==> config.mk <==
export PLATFORM = sky130hd
export DESIGN_NAME = dtw_result_streamer
export DESIGN_NICKNAME = d
export VERILOG_FILES = /design/src/rtl/dtw_result_streamer.sv
export SDC_FILE = /design/constraint.sdc
export NUM_CORES = 1
export LEC_CHECK = 0
export CORE_AREA = 2 2 136 138
export DETAILED_ROUTE_END_ITERATION = 8
export DIE_AREA = 0 0 138 140
export PLACE_DENSITY = 0.7
export SYNTH_ARGS = -nofsm -noshare
export SYNTH_HDL_FRONTEND = slang
export SYNTH_SLANG_ARGS = --single-unit
==> constraint.sdc <==
create_clock -name clk -period 5.85 [get_ports clk]
set_clock_uncertainty 0.05 [all_clocks]
set_input_delay 1.17 -clock clk [delete_from_list [all_inputs] [get_ports clk]]
set_output_delay 1.17 -clock clk [all_outputs]
set_load 0.1 [all_outputs]
==> src/rtl/dtw_result_streamer.sv <==
// dtw_result_streamer
// Drains the DTW sink FIFO and emits every {qid, position, minval} result as a
// 3-beat 32-bit AXI4-Stream packet (qid, position, zero-extended minval; tlast
// on the third beat). Counts fully sent packets.
// Optional build macro DTW_RESULT_THRESH_EN adds a minval threshold filter:
// results with minval > thresh are dropped and counted in drop_count.
module dtw_result_streamer #(
    parameter int dtw_dwidth = 16,
    parameter int axi_dwidth = 32
) (
    input  logic                  clk,
    input  logic                  rst,
    input  logic                  en,
    output logic                  busy,
    input  logic                  fifo_empty,
    output logic                  fifo_rden,
    input  logic [dtw_dwidth-1:0] fifo_minval,
    input  logic [31:0]           fifo_position,
    input  logic [31:0]           fifo_qid,
    output logic [axi_dwidth-1:0] m_axis_tdata,
    output logic                  m_axis_tvalid,
    input  logic                  m_axis_tready,
    output logic                  m_axis_tlast,
    output logic [31:0]           pkt_count
`ifdef DTW_RESULT_THRESH_EN
    ,
    input  logic [dtw_dwidth-1:0] thresh,
    output logic [31:0]           drop_count
`endif
);

    typedef enum logic [2:0] {
        IDLE,
        CAPTURE,
        BEAT0,
        BEAT1,
        BEAT2
    } state_t;

    state_t                state_q, state_d;
    logic [31:0]           qid_q, qid_d;
    logic [31:0]           pos_q, pos_d;
    logic [31:0]           minval_q, minval_d;
    logic [31:0]           pkt_q, pkt_d;
    logic                  tvalid_q, tvalid_d;
    logic                  tlast_q, tlast_d;
    logic [axi_dwidth-1:0] tdata_q, tdata_d;
    logic                  busy_q, busy_d;
    logic                  hs;
`ifdef DTW_RESULT_THRESH_EN
    logic [31:0]           drop_q, drop_d;
`endif

    // A read is only ever issued from IDLE, never while empty or in reset.
    assign fifo_rden = !rst && (state_q == IDLE) && en && !fifo_empty;
    assign hs        = tvalid_q && m_axis_tready;

    // Next-state, holding-register and counter logic.
    // Stream outputs are decoded from the next state so they come straight
    // from flops; the stall case keeps state, so they hold automatically.
    always_comb begin
        state_d  = state_q;
        qid_d    = qid_q;
        pos_d    = pos_q;
        minval_d = minval_q;
        pkt_d    = pkt_q;
`ifdef DTW_RESULT_THRESH_EN
        drop_d   = drop_q;
`endif
        case (state_q)
            IDLE: begin
                if (fifo_rden) state_d = CAPTURE;
            end
            CAPTURE: begin
                qid_d    = fifo_qid;
                pos_d    = fifo_position;
                minval_d = 32'(fifo_minval);
                state_d  = BEAT0;
`ifdef DTW_RESULT_THRESH_EN
                if (fifo_minval > thresh) begin
                    drop_d  = drop_q + 32'd1;
                    state_d = IDLE;
                end
`endif
            end
            BEAT0: begin
                if (hs) state_d = BEAT1;
            end
            BEAT1: begin
                if (hs) state_d = BEAT2;
            end
            BEAT2: begin
                if (hs) begin
                    pkt_d   = pkt_q + 32'd1;
                    state_d = IDLE;
                end
            end
            default: state_d = IDLE;
        endcase

        tvalid_d = (state_d == BEAT0) || (state_d == BEAT1) || (state_d == BEAT2);
        tlast_d  = (state_d == BEAT2);
        busy_d   = (state_d != IDLE);
        case (state_d)
            BEAT0:   tdata_d = axi_dwidth'(qid_d);
            BEAT1:   tdata_d = axi_dwidth'(pos_d);
            BEAT2:   tdata_d = axi_dwidth'(minval_d);
            default: tdata_d = '0;
        endcase
    end

    // State and output registers with synchronous reset.
    always_ff @(posedge clk) begin
        if (rst) begin
            state_q  <= IDLE;
            qid_q    <= '0;
            pos_q    <= '0;
            minval_q <= '0;
            pkt_q    <= '0;
            tvalid_q <= 1'b0;
            tlast_q  <= 1'b0;
            tdata_q  <= '0;
            busy_q   <= 1'b0;
`ifdef DTW_RESULT_THRESH_EN
            drop_q   <= '0;
`endif
        end else begin
            state_q  <= state_d;
            qid_q    <= qid_d;
            pos_q    <= pos_d;
            minval_q <= minval_d;
            pkt_q    <= pkt_d;
            tvalid_q <= tvalid_d;
            tlast_q  <= tlast_d;
            tdata_q  <= tdata_d;
            busy_q   <= busy_d;
`ifdef DTW_RESULT_THRESH_EN
            drop_q   <= drop_d;
`endif
        end
    end

    assign m_axis_tvalid = tvalid_q;
    assign m_axis_tlast  = tlast_q;
    assign m_axis_tdata  = tdata_q;
    assign busy          = busy_q;
    assign pkt_count     = pkt_q;
`ifdef DTW_RESULT_THRESH_EN
    assign drop_count    = drop_q;
`endif

endmodule

==> results.txt <==
----------------------------------------------------
[Run status]
  Outcome ... complete, no violations

[Synthesis]
  Post-Synthesis Cells ... 809
  Adder and majority cell fraction of the synthesized area ... 0.00177
  Synth area leaders ... dfxtp_1 (47%), a21oi_1 (8.3%), nand2_1 (5.7%)
  Basic-gate share of the synthesized area counting and, or, nand and nor cells ... 0.209
  Sequential share of the synthesized area ... 0.470
  Share of the synthesized netlist area taken by xor and xnor gates ... 0.00619
  Number of synthesized register bits ... 166
  Post-synthesis instance area ... 7070 µm²
  Ys Warns ... 0
  Proportion of synthesized flip-flops having asynchronous set or reset ... 0
  Post-synthesis average cell area ... 8.74 µm²
  Post-synth EDFFs ... 0
  Largest area contributor in the netlist ... dfxtp_1
  Dominant combinational cell family by area after synthesis ... compound AO/OA/AOI/OAI gates
  Flip-flop cell with the highest count after synthesis ... dfxtp_1
  Synthesized-area fraction occupied by ao, oa, aoi and oai cells ... 0.216
  Share of cell area taken by muxes after synthesis ... 0.0524
  Area share of the largest cell type after synthesis ... 0.470
  Net Count, Synth ... 895
  Count of distinct cell types in the synthesized netlist ... 39

[Global route]
  Initial antenna violation count ... 0
  Remaining global-route overflow ... 0
  First-pass GRT wire length ... 31400 µm
  Pin count of the biggest net entering global routing ... 82
  Via count of the first global-routing pass ... 5888
  Layer with the highest usage after global routing ... met2
  Fraction of met3 tracks used by global routing ... 0.0407
  GR Util met1 ... 0.261
  Total track usage ... 0.199
  Met2 track utilization from global routing ... 0.337

[Die]
  Top-level port count ... 153
  Die X ... 138 µm
  Starting density of the core ... 0.398
  DIE AREA ... 19300 µm²
  Vertical die dimension ... 140 µm
  Std cell rows ... 49
  Area of the placeable core ... 17800 µm²

[CTS]
  Insertion delay of the later-clocked pin in the worst-skew pair ... 0.42 ns
  Num Clock Sinks ... 166
  Number of H-tree levels ... 4
  Hold-fix buffers, CTS ... 0
  Clock slew seen by the registers of the worst setup and hold paths ... 0.06 ns
  TritonCTS buffer count ... 17
  CTS tree ... done
  Deepest clock path buffer count ... 2
  Clock root buffer master ... clkbuf_16
  Post-cts resize count ... 0
  Count of buffers added by post-CTS timing repair for setup ... 0

[STA]
  Unrepaired setup endpoints after global routing ... false
  Minimum period implied by the final worst setup slack ... 4.25 ns
  Transition time at the pin with the least slew margin ... 1.11 ns
  Final count of pins violating max slew ... 0
  Count of final hold-check violations ... 0
  Fmax ... 235 MHz
  Final Cycle Share ... 0.726
  Count of final setup violators ... 0
  Relative max-transition margin ... 0.255
  Final Worst Setup Slack ... 1.60 ns
  Total Negative Setup Slacks ... 0 ns

[Drt]
  Total wire length after detailed routing ... 19800 µm
  1st-pass router iterations ... 4
  Via count ... 6205
  Post-detailed-route count of antenna-violating nets ... 0
  Remaining routing DRC violations ... 0
  Number of violations reported at the end of detailed-routing iteration 0 ... 436
  Post-detailed-route wirelength per cell ... 17.1 µm
  Via count normalized by instance count ... 5.35

[Power]
  Leak ... 3.17 nW
  Peak supply drop ... 0.196 mV
  Combinational power share ... 0.063
  Areal power density over the cells ... 267 nW/µm²
  Switching power total ... 0.000531 W
  Internal Power ... 0.00195 W
  Seq pwr share ... 0.463
  Share of total power consumed by net switching ... 0.214
  Clk pwr share ... 0.474

[Critical path]
  WP buf/inv ... 2
  Cell with the biggest individual delay on the critical path ... clkdlybuf4s50_1
  Critical Path RT ... 4.63 ns
  Worst setup SP type ... input pin
  CP peak stage delay ... 1.14 ns
  Biggest fanout along the worst timing path ... 39
  Arr. time, crit path ... 3.03 ns
  CP top delay family ... buffers and inverters
  Critical-path cell list ... buf_4 > or2_2 > nor2_1 > clkdlybuf4s50_1
  WS Path Type ... in -> out
  Type of destination of the critical path ... primary output

[Placed design]
  Area after detailed placement ... 8700 µm²
  Final Wtd Congestion ... 0.767
  Post-place setup slack ... 1.60 ns
  Estimated wirelength of the detail-placed design ... 12100 µm
  Total of buffers placed on input and output ports ... 152

[Layout]
  Final std cell area, no fill ... 9310 µm²
  Number of antenna cells inserted ... 0
  Share of cells above drive strength 1 ... 0.101
  Post-layout nets ... 1005
  Syn-to-layout area delta ... 31.7%

[Min path]
  Min-Delay Path Class ... reg -> reg

[Flow run]
  Maximum capacitance violations ... 0

----------------------------------------------------
-- worst reg2reg max path, delay by kind of cell, from the launching register on --
| kind | cells | cell delay [ns] |
|---|---|---|
| buffers and inverters | 3 | 1.44 |
| AOI/OAI and AO/OA | 2 | 0.35 |
| and+or+nand+nor | 1 | 0.31 |
| DFF | 1 | 0.61 |
-- area by class of cell --
class | count | area (µm²)
flip-flops and latches | 166 | 3320
clock buffers | 21 | 460
fillers | 1681 | 8470
repair buffers | 162 | 1590
clock inverters | 9 | 149
multi-input cells | 563 | 3470
well taps | 229 | 287
inverters | 9 | 33.8
-- state kept, by name, summed over array words and instances, names as in the netlist --
| name | flops |
|---|---|
| state_q | 3 |
| m_axis_tdata | 32 |
| busy | 1 |
| pos_q | 32 |
| m_axis_tlast | 1 |
| minval_q | 32 |
| m_axis_tvalid | 1 |
| pkt_count | 32 |
| qid_q | 32 |
-- per-stage QoR --
stage	utilization	cells	power (W)	hold slack, ns
2_1_floorplan	-	809	0.00125	0.382
3_3_place_gp	0.490	1129	0.00133	0.388
3_5_place_dp	0.490	1129	0.00133	0.395
4_1_cts	0.524	1159	0.00251	0.403
5_1_grt	0.524	1159	0.00257	0.416
6_report	0.524	1159	0.00248	0.401
-- layout by cell type (no fill, tap or decap), types with 2 or more instances in the layout --
| cell | instances |
|---|---|
| buf_4 | 11 |
| and2_1 | 19 |
| or4_1 | 24 |
| o31ai_1 | 22 |
| clkbuf_16 | 17 |
| clkdlybuf4s50_1 | 151 |
| or3_1 | 4 |
| and3_1 | 33 |
| nand4_1 | 9 |
| or2_2 | 3 |
| and4_1 | 4 |
| bufinv_16 | 4 |
| clkbuf_1 | 2 |
| nor2_1 | 13 |
| dfxtp_1 | 166 |
| xor2_1 | 5 |
| nand3_1 | 17 |
| clkbuf_8 | 2 |
| nand2b_1 | 3 |
| nand3b_1 | 2 |
| o21ai_0 | 37 |
| a21oi_1 | 117 |
| a21bo_2 | 12 |
| a32oi_1 | 32 |
| a21boi_0 | 21 |
| clkinv_2 | 4 |
| inv_1 | 8 |
| mux2_2 | 32 |
| nand2_1 | 108 |
| nor2b_1 | 32 |
| a31oi_1 | 2 |
-- layer usage --
metal	vias up	part of all wire
li1	3110	-
met1	2940	0.46
met2	142	0.49
met3	13	0.045
met4	0	0.0089
met5	-	0
-- final timing paths --
check                                            from                           to  slack [ns]  cells after the start
worst max-delay path                              rst                    fifo_rden        1.60                      4
worst min register to register   pos_q[21]$_SDFF_PP0_         pos_q[21]$_SDFF_PP0_        0.40                      2
worst max register to register  state_q[2]$_SDFF_PP0_  m_axis_tdata[23]$_SDFF_PP0_        3.00                      6
worst min-delay path             pos_q[21]$_SDFF_PP0_         pos_q[21]$_SDFF_PP0_        0.40                      2
-- cells in the mapped netlist (21+ instances only) --
cell type and count:
dfxtp_1 166, a32oi_1 32, clkbuf_1 59, a21oi_1 117, or4_1 24, nand2_1 108
o21ai_0 37, nor2b_1 33, a21boi_0 21, and3_1 33, mux2_2 32, o31ai_1 22
-- power by group through the flow --
stage	clock network [W]	registers, W	logic (W)
after floorplan	0	0.00118	0.0000692
after global placement	0	0.00117	0.000157
after detailed placement	0	0.00118	0.000157
after CTS	0.00120	0.00115	0.000158
after global routing	0.00125	0.00115	0.000170
final	0.00118	0.00115	0.000157
-- cell families after synthesis --
group | after synthesis
buffers and inverters | 80
multiplexers | 33
adder cells (fa/ha/maj) | 1
AND/OR/NAND/NOR | 278
XOR/XNOR | 5
flip-flops | 166
AO/OA/AOI/OAI | 246
Note: power is estimated with default switching activity, not from simulation.
